$ cat src/rtl/crossing_request_conditioner_if.sv
// crossing_request_conditioner_if
//
// Request/acknowledge handshake between the crossing request conditioner
// and the traffic-light controller.
//
// Signals:
//   switch [1:0]  latched pending crossing requests (conditioner -> controller)
//   ack    [1:0]  one-cycle "request served" pulse per channel (controller -> conditioner)
//   tick          one-cycle timing enable (conditioner -> controller)
//
// Modports:
//   master  the conditioner side (drives switch and tick, receives ack)
//   slave   the controller side (receives switch and tick, drives ack)
interface crossing_request_conditioner_if;
    logic [1:0] switch;
    logic [1:0] ack;
    logic       tick;

    modport master (output switch, output tick, input ack);
    modport slave  (input switch, input tick, output ack);
endinterface

$ cat src/rtl/crossing_request_conditioner.sv
// crossing_request_conditioner
//
// Front end for the intersection controller. It synchronizes and debounces
// the two raw pedestrian buttons and turns each accepted press into a
// pending request that stays latched until the controller acknowledges it.
// It also produces the free-running tick enable that paces the controller,
// and ignores new presses on a channel for a programmable number of ticks
// after that channel has been served.
//
// Parameters:
//   TICK_DIV         clk cycles per tick period (>= 2)
//   DEBOUNCE_CYCLES  stable cycles needed to accept a button level change (>= 1)
//   HOLDOFF_TICKS    ticks during which presses are ignored after an ack (0 = off)
//
// Ports:
//   clk        system clock, rising edge
//   reset      asynchronous reset, active low
//   btn_raw    raw asynchronous buttons, [0] = N/S, [1] = E/W, active high
//   btn_clean  debounced button levels
//   bus        handshake interface (master side): switch, tick out; ack in
module crossing_request_conditioner #(
    parameter int TICK_DIV        = 100_000_000,
    parameter int DEBOUNCE_CYCLES = 1_000_000,
    parameter int HOLDOFF_TICKS   = 5
) (
    input  logic                                clk,
    input  logic                                reset,
    input  logic [1:0]                          btn_raw,
    output logic [1:0]                          btn_clean,
    crossing_request_conditioner_if.master      bus
);

    localparam int TICK_W = (TICK_DIV > 1) ? $clog2(TICK_DIV) : 1;
    localparam int DB_W   = (DEBOUNCE_CYCLES > 1) ? $clog2(DEBOUNCE_CYCLES) : 1;
    localparam int HOLD_W = (HOLDOFF_TICKS > 0) ? $clog2(HOLDOFF_TICKS + 1) : 1;

    localparam logic [TICK_W-1:0] TICK_LAST = TICK_W'(TICK_DIV - 1);
    localparam logic [DB_W-1:0]   DB_LAST   = DB_W'(DEBOUNCE_CYCLES - 1);
    localparam logic [HOLD_W-1:0] HOLD_LOAD = HOLD_W'(HOLDOFF_TICKS);

    logic [TICK_W-1:0] tick_cnt;
    logic              tick_q;

    logic [1:0]        sync_s1;
    logic [1:0]        sync_s2;
    logic [DB_W-1:0]   db_cnt [2];
    logic [1:0]        clean_q;
    logic [1:0]        clean_d;

    logic [1:0]        switch_q;
    logic [HOLD_W-1:0] hold_cnt [2];

    logic [1:0]        rise;

    // Free-running tick generator; tick is registered so it fires in the
    // cycle after the counter sits at its last value.
    always_ff @(posedge clk or negedge reset) begin
        if (!reset) begin
            tick_cnt <= '0;
            tick_q   <= 1'b0;
        end else begin
            tick_q <= (tick_cnt == TICK_LAST);
            if (tick_cnt == TICK_LAST) begin
                tick_cnt <= '0;
            end else begin
                tick_cnt <= tick_cnt + 1'b1;
            end
        end
    end

    // Two-flop synchronizer followed by a per-channel debounce counter that
    // only runs while the synchronized level disagrees with the clean level.
    always_ff @(posedge clk or negedge reset) begin
        if (!reset) begin
            sync_s1 <= '0;
            sync_s2 <= '0;
            clean_q <= '0;
            clean_d <= '0;
            for (int i = 0; i < 2; i++) begin
                db_cnt[i] <= '0;
            end
        end else begin
            sync_s1 <= btn_raw;
            sync_s2 <= sync_s1;
            clean_d <= clean_q;
            for (int i = 0; i < 2; i++) begin
                if (sync_s2[i] == clean_q[i]) begin
                    db_cnt[i] <= '0;
                end else if (db_cnt[i] == DB_LAST) begin
                    clean_q[i] <= sync_s2[i];
                    db_cnt[i]  <= '0;
                end else begin
                    db_cnt[i] <= db_cnt[i] + 1'b1;
                end
            end
        end
    end

    // Only a press (rising clean edge) can raise a request.
    assign rise = clean_q & ~clean_d;

    // Request latch and holdoff. A new press wins over a same-cycle ack, so
    // the request stays set and holdoff is not armed. Presses arriving while
    // holdoff is nonzero are dropped rather than remembered.
    always_ff @(posedge clk or negedge reset) begin
        if (!reset) begin
            switch_q <= '0;
            for (int i = 0; i < 2; i++) begin
                hold_cnt[i] <= '0;
            end
        end else begin
            for (int i = 0; i < 2; i++) begin
                if (rise[i] && (hold_cnt[i] == '0)) begin
                    switch_q[i] <= 1'b1;
                end else if (bus.ack[i] && switch_q[i]) begin
                    switch_q[i] <= 1'b0;
                    hold_cnt[i] <= HOLD_LOAD;
                end else if (tick_q && (hold_cnt[i] != '0)) begin
                    hold_cnt[i] <= hold_cnt[i] - 1'b1;
                end
            end
        end
    end

    assign bus.switch = switch_q;
    assign bus.tick   = tick_q;
    assign btn_clean  = clean_q;

endmodule

$ cat src/flat_wrapper.sv
// flat-port wrapper written by rule: the top's interface ports become plain ports
module crossing_request_conditioner_flat 
#(
    parameter int TICK_DIV        = 100_000_000,
    parameter int DEBOUNCE_CYCLES = 1_000_000,
    parameter int HOLDOFF_TICKS   = 5
)
  (clk, reset, btn_raw, btn_clean, bus_switch, bus_tick, bus_ack);
  crossing_request_conditioner_if bus_i ();
  input  logic clk;
  input  logic reset;
  input  logic [1:0] btn_raw;
  output logic [1:0] btn_clean;
  output wire logic [$bits(bus_i.switch)-1:0] bus_switch;
  output wire logic [$bits(bus_i.tick)-1:0] bus_tick;
  input wire logic [$bits(bus_i.ack)-1:0] bus_ack;
  assign bus_switch = bus_i.switch;
  assign bus_tick = bus_i.tick;
  assign bus_i.ack = bus_ack;
  crossing_request_conditioner #(.TICK_DIV(TICK_DIV), .DEBOUNCE_CYCLES(DEBOUNCE_CYCLES), .HOLDOFF_TICKS(HOLDOFF_TICKS)) u_core (.clk(clk), .reset(reset), .btn_raw(btn_raw), .btn_clean(btn_clean), .bus(bus_i));
endmodule
$ cat config.mk
export PLATFORM = sky130hd
export DESIGN_NAME = crossing_request_conditioner_flat
export DESIGN_NICKNAME = d
export VERILOG_FILES = /design/src/rtl/crossing_request_conditioner_if.sv /design/src/rtl/crossing_request_conditioner.sv /design/src/flat_wrapper.sv
export SDC_FILE = /design/constraint.sdc
export NUM_CORES = 1
export LEC_CHECK = 0
export CORE_MARGIN = 2
export CORE_UTILIZATION = 40
export DETAILED_ROUTE_END_ITERATION = 7
export PLACE_DENSITY_LB_ADDON = 0.25
export SLEW_MARGIN = 20
export SYNTH_ARGS = -nofsm -noshare
export SYNTH_HDL_FRONTEND = slang
export SYNTH_SLANG_ARGS = --single-unit
$ cat constraint.sdc
create_clock -name clk -period 2.6 [get_ports clk]
set_input_delay 0.39 -clock clk [delete_from_list [all_inputs] [get_ports clk]]
set_output_delay 0.39 -clock clk [all_outputs]
set_load 0.005 [all_outputs]
Yosys cells after proc, flatten, opt, wreduce, memory -nomap -nowiden
Index checks and enable logic that the tools add are counted.
Widths: inputs -> output; s select.
Storage, ports and cells
  input bits: 6
  output and inout port bits: 5
  word-level logic and storage cells: 60
  bits in registers: 84
Operators by class
  add/sub/neg operators: 5
  equal/unequal tests: 5
  reductions and logical operators: 18
  muxes and demuxes: 13
  bitwise operators: 6
Operators by type and width (number)
  $mux 20: 4
  $add 20x1->20 const B: 2
  $eq 20x20->1 const B: 2
  $add 27x1->27 const B: 1
  $eq 27x27->1 const B: 1
  $mux 27: 1
  $mux 3: 4
  $reduce_and 2->1: 4
  $reduce_bool 2->1: 4
  $logic_and 1x1->1: 6
  $logic_not 3->1: 2
  $reduce_bool 3->1: 2
  $sub 3x1->3 const B: 2
  $mux 1: 4
  $not 1->1: 4
  $and 2x2->2: 1
  $eq 1x1->1: 2
  $not 2->2: 1

Depth between registers and ports, before layout
  depth in word-level cells: 5
  gate-level depth with buffers: 7
  depth with buffers taken out: 6

Worst setup path before layout
OpenSTA, ideal clock, no wires.
  path kind: register to register
  start point: register u_core.db_cnt[0] in the netlist's numbering
  end point: register u_core.db_cnt[18] in the netlist's numbering
  buffers on the path: 1
  data arrival time: 1898 ps
  data required time: 2522 ps
  setup slack: 624 ps
  library setup time: 78 ps
  cell stages (with the launch flop): 7
  period minus slack after synthesis: 1976 ps
  path through: dfrtp_1 ha_1 nand2_1 or4_1 buf_2 or4_1 a21oi_1
Between the ends
  longest elaborated chain between the ends: 3
  elaborated cells on any way between the ends: 4
  those cells by class: 1 x add/sub; 1 x eq/ne; 2 x mux
RTL lines
  from (decl): RTL line crossing_request_conditioner.sv:46  | logic [DB_W-1:0] db_cnt [2];
  from (signal, indexed assignment): RTL line crossing_request_conditioner.sv:93  | db_cnt[i] <= db_cnt[i] + 1'b1;
  $add 20x1->20 / $eq 20x20->1 (equally long branches): RTL line crossing_request_conditioner.sv:93, crossing_request_conditioner.sv:89
  $mux 20 (*): RTL line crossing_request_conditioner.sv:89  | end else if (db_cnt[i] == DB_LAST) begin
  $mux 20 (*): RTL line crossing_request_conditioner.sv:87  | if (sync_s2[i] == clean_q[i]) begin
Mark *: on every way between the ends. The rest lies on a longest branch, timed or not.
A chain may end at the register's enable or synchronous reset.

Worst setup path after layout
Ends and elaborated chain as after synthesis.

==> impl_metrics.json <==
{
  "firstDrtPassIters": 4,
  "start_kind": "register",
  "status": "finished clean",
  "end_kind": "register",
  "wire_per_inst_um": 14.0,
  "coreArea_um2": 9820,
  "postCtsSetupBuffers": 0,
  "grt.total_usage": 0.148,
  "dieHeight_um": 105,
  "hold_path_class": "in2async",
  "dp.cells": 536,
  "synth_top_area_cell": "dfrtp_1",
  "worst_slew_pin_slew_ps": 552,
  "area_delta_synth_final_pct": 11.7,
  "crit_fanout": 7,
  "reg2reg_from": "u_core.db_cnt[0]$_DFF_PN0_",
  "clkTransAtPathRegs_ps": 80,
  "gr-total-overflow": 0,
  "finalMaxSlewViolations": 0,
  "cts_resized": 0,
  "tns_ps": 0,
  "start_util": 0.416,
  "yosys_warnings": 0,
  "holdBufCountCts": 0,
  "finalWorstSetupSlack_ps": 473,
  "finalSetupViolCount": 0,
  "async_flop_share": 1.00,
  "num_vias": 2964,
  "synthCells": 397,
  "ios": 11,
  "viasPerCell": 5.38,
  "startpoint": "u_core.db_cnt[0]$_DFF_PN0_",
  "tritoncts": "done",
  "globalplace.congestion": 0.847,
  "fin_worst_skew_ps": 9.31,
  "ys_seq_area_frac": 0.515,
  "cts_root_buf": "clkbuf_8",
  "die_w_um": 105,
  "cts-buffers-inserted": 9,
  "cts_buffer_depth": 2,
  "mostFrequentLayoutCells": "84 x dfrtp_1, 36 x nor2_1, 28 x xor2_1, 28 x nand3_1, 26 x nand2_1",
  "synthFlopType": "dfrtp_1",
  "rsz0062_at_grt": "false",
  "fmax_ghz": 0.470,
  "synth-edff-count": 0,
  "clk_latency_ps": 350,
  "cts_sinks": 84,
  "synth-seq-cells": 84,
  "drt-initial-drc-count": 173,
  "cts-htree-levels": 3,
  "synth_top_area_frac": 0.515,
  "hold_ws_ps": 6.47,
  "routed_wl_um": 7730,
  "slew_headroom": 0.628,
  "synth_area_leaders": "dfrtp_1 52%, xor2_1 6.0%, nand3_1 3.4%, nor2_1 3.3%, a21oi_1 2.8%",
  "power.density_nw_per_um2": 522,
  "crit_arrival_ps": 2410,
  "hold_violations": 0,
  "antenna_found_initial": 0,
  "instances_no_fill": 551,
  "grt_pass1_wl_um": 13400,
  "critical_path_class": "reg2reg",
  "pre_cts_slack_ps": 513,
  "dieArea_um2": 11000,
  "drc": 0,
  "grt_max_degree": 47,
  "yosys.cell_types.count": 48,
  "syn_avg_cell_area_um2": 10.3,
  "period_share": 0.818,
  "syn-num-nets": 410,
  "synth_area_um2": 4080,
  "final_common_cell": "dfrtp_1",
  "first_global_vias": 2806,
  "peakVddDrop_mv": 0.253,
  "drv_cap": 0,
  "nNetsFinal": 427,
  "cp.required_ps": 2880,
  "antenna_left": 0,
  "antenna_cells": 0,
  "num_rows": 36,
  "fin_crit_ps": 2130,
  "dp_hpwl_um": 5260,
  "port_buffers": 10,
  "drive_gt1_frac": 0.0766,
  "leakagePower_nw": 1.90
}
## worst paths after layout
path	endpoint	slack, ps	depth (start not counted)
max in group asynchronous	u_core.tick_cnt[12]$_DFF_PN0_	1970	2
hold / removal	u_core.hold_cnt[2]$_DFFE_PN0P_	6	1
setup / recovery	u_core.db_cnt[18]$_DFF_PN0_	470	5
hold reg to reg	u_core.sync_s2[0]$_DFF_PN0_	370	0
min in group clk	u_core.sync_s2[0]$_DFF_PN0_	370	0
setup reg to reg	u_core.db_cnt[18]$_DFF_PN0_	470	5
## per-layer routing
layer | part of all wire | vias up | track usage
met5 | 0 | - | 0
met1 | 0.51 | 1459 | 0.208
met2 | 0.45 | 28 | 0.223
met3 | 0.030 | 9 | 0.0368
met4 | 0.012 | 0 | 0.0524
li1 | - | 1468 | -
## synthesized netlist by cell type (2+ instances only)
library cell,number
or4_1,11
o22ai_1,2
mux2i_1,2
nor4_1,7
dfrtp_1,84
a21oi_1,23
xnor2_1,13
nand3_1,28
and3_2,2
buf_2,2
nor3_1,5
and2_1,7
or3_1,8
ha_1,7
mux2_2,3
nor4b_1,2
a21o_1,4
nand2_1,26
nor3b_1,2
xor2_1,28
nand2b_1,2
nor2_1,36
inv_1,13
nand4_1,17
clkbuf_1,5
and3_1,6
o31ai_1,8
or4b_1,3
o21ai_0,15
and4_1,7
nand3b_1,2
## metrics by stage
stage	cell area (µm²)	power, mW	util
after floorplan	4080	1.37	-
after global placement	4350	1.42	0.443
after detailed placement	4350	1.42	0.443
after CTS	4560	2.41	0.464
after global routing	4560	2.47	0.464
final	4560	2.38	0.464
## worst max-delay path: stages (launching register included)
cell,delay (ps)
dfrtp_1,410
ha_1,240
nand2_1,110
or4_1,640
or4_1,510
a21oi_1,150
## state kept, by name, summed over array words and instances (netlist names)
signal and flops:
u_core.bus.switch 2, u_core.sync_s1 2, u_core.hold_cnt 6, u_core.btn_clean 2
u_core.bus.tick 1, u_core.db_cnt 40, u_core.sync_s2 2, u_core.tick_cnt 27
u_core.clean_d 2
## final cells by class
class | count | area [µm²]
Clock buffer | 10 | 128
Clock inverter | 5 | 77.6
Fill cell | 968 | 5260
Inverter | 13 | 48.8
Multi-Input combinational cell | 292 | 1890
Sequential cell | 84 | 2100
Tap cell | 133 | 166
Timing Repair Buffer | 14 | 140
## cell families after synthesis
kind of cell / after synthesis / synth area share
AND/OR/NAND/NOR: 179 / 0.246
flip-flops: 84 / 0.515
AO/OA/AOI/OAI: 60 / 0.0957
XOR/XNOR: 41 / 0.0880
buffers and inverters: 21 / 0.0209
adder cells (fa/ha/maj): 7 / 0.0215
multiplexers: 5 / 0.0132
## power by group
part           internal [mW]  switching (mW)
clock                  0.533           0.454
combinational         0.0217          0.0445
sequential              1.32          0.0106
total                   1.87           0.509
No activity file was read; power rests on OpenSTA's default activity.
==> RTL edit 1, RTL diff (same settings) <==
`TICK_DIV` is set to 100_000_000 in 2 places; all go to 50_000_000.
--- a/src/rtl/crossing_request_conditioner.sv
+++ b/src/rtl/crossing_request_conditioner.sv
@@ -19,7 +19,7 @@
 //   btn_clean  debounced button levels
 //   bus        handshake interface (master side): switch, tick out; ack in
 module crossing_request_conditioner #(
-    parameter int TICK_DIV        = 100_000_000,
+    parameter int TICK_DIV        = 50_000_000,
     parameter int DEBOUNCE_CYCLES = 1_000_000,
     parameter int HOLDOFF_TICKS   = 5
 ) (
--- a/src/flat_wrapper.sv
+++ b/src/flat_wrapper.sv
@@ -1,7 +1,7 @@
 // flat-port wrapper written by rule: the top's interface ports become plain ports
 module crossing_request_conditioner_flat 
 #(
-    parameter int TICK_DIV        = 100_000_000,
+    parameter int TICK_DIV        = 50_000_000,
     parameter int DEBOUNCE_CYCLES = 1_000_000,
     parameter int HOLDOFF_TICKS   = 5
 )
Behaviour: same outputs for any inputs over 10 cycles, from zero or initial values and one cycle with reset low; that may be too few to reach the edited logic, so the function may still have changed.
==> RTL edit 1 against the original RTL <==
Design area fell by 4.4%. Routed wire length decreased by 15%. Non-clock buffer count shrank 3. Worst setup slack improved by 190 ps. Worst hold slack better by 64 ps. First-iteration DRC count decreased by 22%. Sequential share of layout area up 1.5 points. Die area is 3.8% lower. Final cell count is 5.1% lower. Total power fell by 4.1%. Sequential cell count shrank 1. Clock skew increased by 0.86 ps. Synthesized area decreased by 4.0%.
==> RTL edit 1: results (changes against the original RTL) <==
INFO  metric post-route-worst-setup-slack = 661.9 ps (+189.0 ps)
INFO  metric power.switching = 0.5128 mW (+0.80%)
INFO  metric synth_commonest_cells = sky130_fd_sc_hd__dfrtp_1 (83), sky130_fd_sc_hd__nor2_1 (65), sky130_fd_sc_hd__xor2_1 (37)
INFO  metric largest_registers = u_core.db_cnt: 40 flops, u_core.tick_cnt: 26 flops, u_core.hold_cnt: 6 flops
INFO  metric fin_cells = 523 (-5.1%)
INFO  metric finalClockSkew = 10.17 ps (+0.8591 ps)
INFO  metric final_net_count = 398 (-6.8%)
INFO  metric pre_cts_ws = 649.1 ps (+136.1 ps)
INFO  metric place.detailed.hpwl = 4476 um (-15%)
INFO  metric ys_seq_area_share = 53.02% (+1.5 points)
INFO  metric global_route_wire_length_before_repair = 11700 um (-12%)
INFO  metric hold_slack = 70.73 ps (+64.25 ps)
INFO  metric groute.usage.overall = 14.27% (-0.56 points)
INFO  metric vias_per_instance = 4.897 (-9.0%)
INFO  metric worst_setup_path_endpoint = u_core.tick_cnt[21]$_DFF_PN0_
INFO  metric route.final.wire_length = 6597 um (-15%)
INFO  metric multi_input_comb_area = 1750 um2 (-7.5%)
INFO  metric drtIter0Drc = 135 (-22%)
INFO  metric globalplace.congestion = 0.7571 (-11%)
INFO  metric yosys.cell_types.count = 42 (-13%)
INFO  metric arrival = 2180 ps (-230 ps)
INFO  metric average_size_of_a_mapped_cell = 10.59 um2 (+3.0%)
INFO  metric post_cts_resized = 0 (unchanged)
INFO  metric worst-r2r-cell-count = 6 (+1)
INFO  metric run_status = completed
INFO  metric worst_path_max_delay_cell = sky130_fd_sc_hd__and4bb_1
INFO  metric clock_latency_of_the_later_clocked_register_in_the_worst_skew_pair = 350 ps (about the same)
INFO  metric critical-path-max-stage-delay = 620 ps (-20 ps)
INFO  metric syn-num-nets = 383 (-6.6%)
INFO  metric maximum_resistive_drop_on_vdd = 0.2158 mV (-15%)
[RTL edit 1: cell type report]
type	count	area share, %
Sequential cell	83	47.69
Multi-Input combinational cell	268	40.19
Clock buffer	13	4.108
Tap cell	133	3.821
Timing Repair Buffer	11	2.700
Inverter	12	1.034
Clock inverter	3	0.4596
[RTL edit 1: cell families after synthesis]
family	count (synthesis)	share of synthesized area (%)
AOI/OAI and AO/OA	14	2.268
xor gates and xnor gates	62	13.86
adders and majority gates	7	2.236
buffers and inverters	19	2.299
DFF	83	53.02
muxes	4	1.086
and+or+nand+nor	181	25.23
[RTL edit 1: metal layers]
| layer | part of all wire [%] | routed length (um) | vias up | GRT usage, % |
|---|---|---|---|---|
| li1 | - | - | 1275 | - |
| met2 | 46 | 3014 | 23 | 22.18 |
| met4 | 1.7 | 114 | 0 | 6.073 |
| met1 | 50 | 3287 | 1253 | 18.70 |
| met3 | 2.7 | 180 | 10 | 4.068 |
| met5 | 0 | 0 | - | 0 |
==> RTL edit 2, RTL diff (config.mk and constraints unchanged) <==
Made on the original files. Make the reset (`reset`) synchronous in 3 clocked blocks. Comments in the files are not updated.
--- a/src/rtl/crossing_request_conditioner.sv
+++ b/src/rtl/crossing_request_conditioner.sv
@@ -54,7 +54,7 @@
 
     // Free-running tick generator; tick is registered so it fires in the
     // cycle after the counter sits at its last value.
-    always_ff @(posedge clk or negedge reset) begin
+    always_ff @(posedge clk) begin
         if (!reset) begin
             tick_cnt <= '0;
             tick_q   <= 1'b0;
@@ -70,7 +70,7 @@
 
     // Two-flop synchronizer followed by a per-channel debounce counter that
     // only runs while the synchronized level disagrees with the clean level.
-    always_ff @(posedge clk or negedge reset) begin
+    always_ff @(posedge clk) begin
         if (!reset) begin
             sync_s1 <= '0;
             sync_s2 <= '0;
@@ -102,7 +102,7 @@
     // Request latch and holdoff. A new press wins over a same-cycle ack, so
     // the request stays set and holdoff is not armed. Presses arriving while
     // holdoff is nonzero are dropped rather than remembered.
-    always_ff @(posedge clk or negedge reset) begin
+    always_ff @(posedge clk) begin
         if (!reset) begin
             switch_q <= '0;
             for (int i = 0; i < 2; i++) begin
Check against the original RTL: no difference found for any inputs over 10 cycles, from zero or initial values and one cycle with reset low; that may be too few to reach the edited logic, so the function may still have changed.
==> RTL edit 2 against the original RTL <==
Design area grew 8.1%. Total power up 7.8%. Sequential cell count stayed put. Synthesized area is 6.1% higher. Maximum frequency is 0.36% lower. Routed wire length grew 6.8%. Worst setup slack worse by 7.7 ps. Sequential power is 12% higher. Final cell count grew 16%. Critical path type unchanged. Largest power group unchanged.
==> RTL edit 2: results (changes against the original RTL) <==
INFO  metric drive_gt1_share = 6.786% (-0.87 points)
INFO  metric maximum_resistive_drop_on_vdd = 0.2843 mV (+12%)
INFO  metric timing.critical_path.fanout_max = 19 (+12)
INFO  metric power_leakage = 1.657 nW (-13%)
INFO  metric num-fill-cells = 997 (+3.0%)
INFO  metric grt_pass1_vias = 3206 (+14%)
INFO  metric routed_length_per_placed_instance = 12.96 um (-7.6%)
INFO  metric ys_seq_area_share = 49.48% (-2.0 points)
INFO  metric finalClockSkew = 9.098 ps (-0.2121 ps)
INFO  metric maximum_number_of_pins_on_one_net_before_global_route_repair = 21 (-55%)
INFO  metric critPathTopFamily = compound AO/OA/AOI/OAI gates
INFO  metric arrival = 2220 ps (-190 ps)
INFO  metric synth_edf_count = 46 (+46)
INFO  metric ys_dominant_reg_cell = sky130_fd_sc_hd__edfxtp_1
INFO  metric run_status = completed
INFO  metric numPlacedInstances = 621 (+16%)
INFO  metric placement.cell_area = 4723 um2 (+8.6%)
INFO  metric worst_setup_hold_path_clk_slew = around 90 ps
INFO  metric groute.usage.overall = 15.69% (+0.86 points)
INFO  metric route.final.wire_length = 8256 um (+6.8%)
INFO  metric detailroute.via_count = 3315 (+12%)
INFO  metric yosys.cell_types.count = 50 (+4.2%)
INFO  metric critical-path-max-stage-delay = 700 ps (+60 ps)
INFO  metric synth_commonest_cells = sky130_fd_sc_hd__nor2_1 (52), sky130_fd_sc_hd__edfxtp_1 (46), sky130_fd_sc_hd__dfxtp_1 (38)
INFO  metric global_route_wire_length_before_repair = 14660 um (+9.7%)
INFO  metric ys_async_sr_fraction = 0% (-100 points)
INFO  metric place.detailed.hpwl = 5936 um (+13%)
INFO  metric drtIter0Drc = 120 (-31%)
INFO  metric port_buffers = 10 (unchanged)
INFO  metric final_net_count = 509 (+19%)
INFO  metric globalplace.congestion = 0.7745 (-8.5%)
INFO  metric worst_hold_path_type = reg -> reg
INFO  metric pre_cts_ws = 490.3 ps (-22.66 ps)
INFO  metric worst_pin_slew = 827.8 ps (+275.4 ps)
INFO  metric synth.top_cells.by_area = sky130_fd_sc_hd__edfxtp_1 (32%), sky130_fd_sc_hd__dfxtp_1 (18%), sky130_fd_sc_hd__xor2_1 (4.7%), sky130_fd_sc_hd__nor2_1 (4.5%), sky130_fd_sc_hd__xnor2_1 (3.4%)
INFO  metric antennaDiodeCount = 0 (unchanged)
INFO  metric average_size_of_a_mapped_cell = 9.772 um2 (-4.9%)
INFO  metric worst_path_max_delay_cell = sky130_fd_sc_hd__o211ai_2
INFO  metric largest_register_by_flop_count = u_core.db_cnt
INFO  metric cts_buffers = 9 (unchanged)
INFO  metric synth-warning-count = 0 (unchanged)
-- RTL edit 2: cell count changes after synthesis, moves of 5 or more --
cell                       before  now
sky130_fd_sc_hd__dfrtp_1       84    0
sky130_fd_sc_hd__dfxtp_1        0   38
sky130_fd_sc_hd__nor2_1        36   52
sky130_fd_sc_hd__a21oi_1       23   29
sky130_fd_sc_hd__nand2_1       26   33
sky130_fd_sc_hd__nand3_1       28   22
sky130_fd_sc_hd__or3_1          8   14
sky130_fd_sc_hd__edfxtp_1       0   46
sky130_fd_sc_hd__inv_1         13   18
sky130_fd_sc_hd__xor2_1        28   23
-- RTL edit 2: path summary, 6_finish.rpt --
| check | endpoint | slack [ps] | start | cells past startpoint |
|---|---|---|---|---|
| worst max register to register | u_core.db_cnt[0][14]$_SDFFCE_PN0P_ | 470 | u_core.db_cnt[0][8]$_SDFFCE_PN0P_ | 4 |
| worst min register to register | u_core.sync_s2[1]$_SDFF_PN0_ | 440 | u_core.sync_s1[1]$_SDFF_PN0_ | 1 |
| worst min-delay path | u_core.sync_s2[1]$_SDFF_PN0_ | 440 | u_core.sync_s1[1]$_SDFF_PN0_ | 1 |
| worst max-delay path | u_core.db_cnt[0][14]$_SDFFCE_PN0P_ | 470 | u_core.db_cnt[0][8]$_SDFFCE_PN0P_ | 4 |
-- RTL edit 2: cell families (layout without fill, tap and decap cells) --
group	Yosys count	count (layout)	share of synthesized area, %
flops	84	84	49.48
xor+xnor	40	40	8.092
fa+ha+maj	7	7	2.023
other cells	1	40	0.08662
simple gates	215	215	27.69
buf+inv	32	51	3.294
compound gates	64	64	9.336
-- RTL edit 2: area by class of cell --
type / count / area (um2) / area share, %
clock buffers: 11 / 141.4 / 2.871
clock inverters: 5 / 60.06 / 1.220
inverters: 18 / 67.56 / 1.372
multi-input cells: 366 / 2191 / 44.49
flip-flops and latches: 84 / 2142 / 43.50
well taps: 136 / 170.2 / 3.455
repair buffers: 17 / 152.6 / 3.100
-- RTL edit 2: power breakdown --
group	total, mW	switching (mW)	internal (mW)
Combinational	0.113	0.0632	0.0499
Clock	0.964	0.490	0.474
Sequential	1.49	0.0463	1.44
-- RTL edit 2: layer usage --
| metal | GRT usage [%] | up-vias | wire length [um] | share of wire [%] |
|---|---|---|---|---|
| met1 | 20.77 | 1565 | 4049 | 49 |
| li1 | - | 1705 | - | - |
| met4 | 6.044 | 0 | 143 | 1.7 |
| met2 | 25.43 | 32 | 3870 | 47 |
| met3 | 3.014 | 13 | 192 | 2.3 |
| met5 | 0 | - | 0 | 0 |
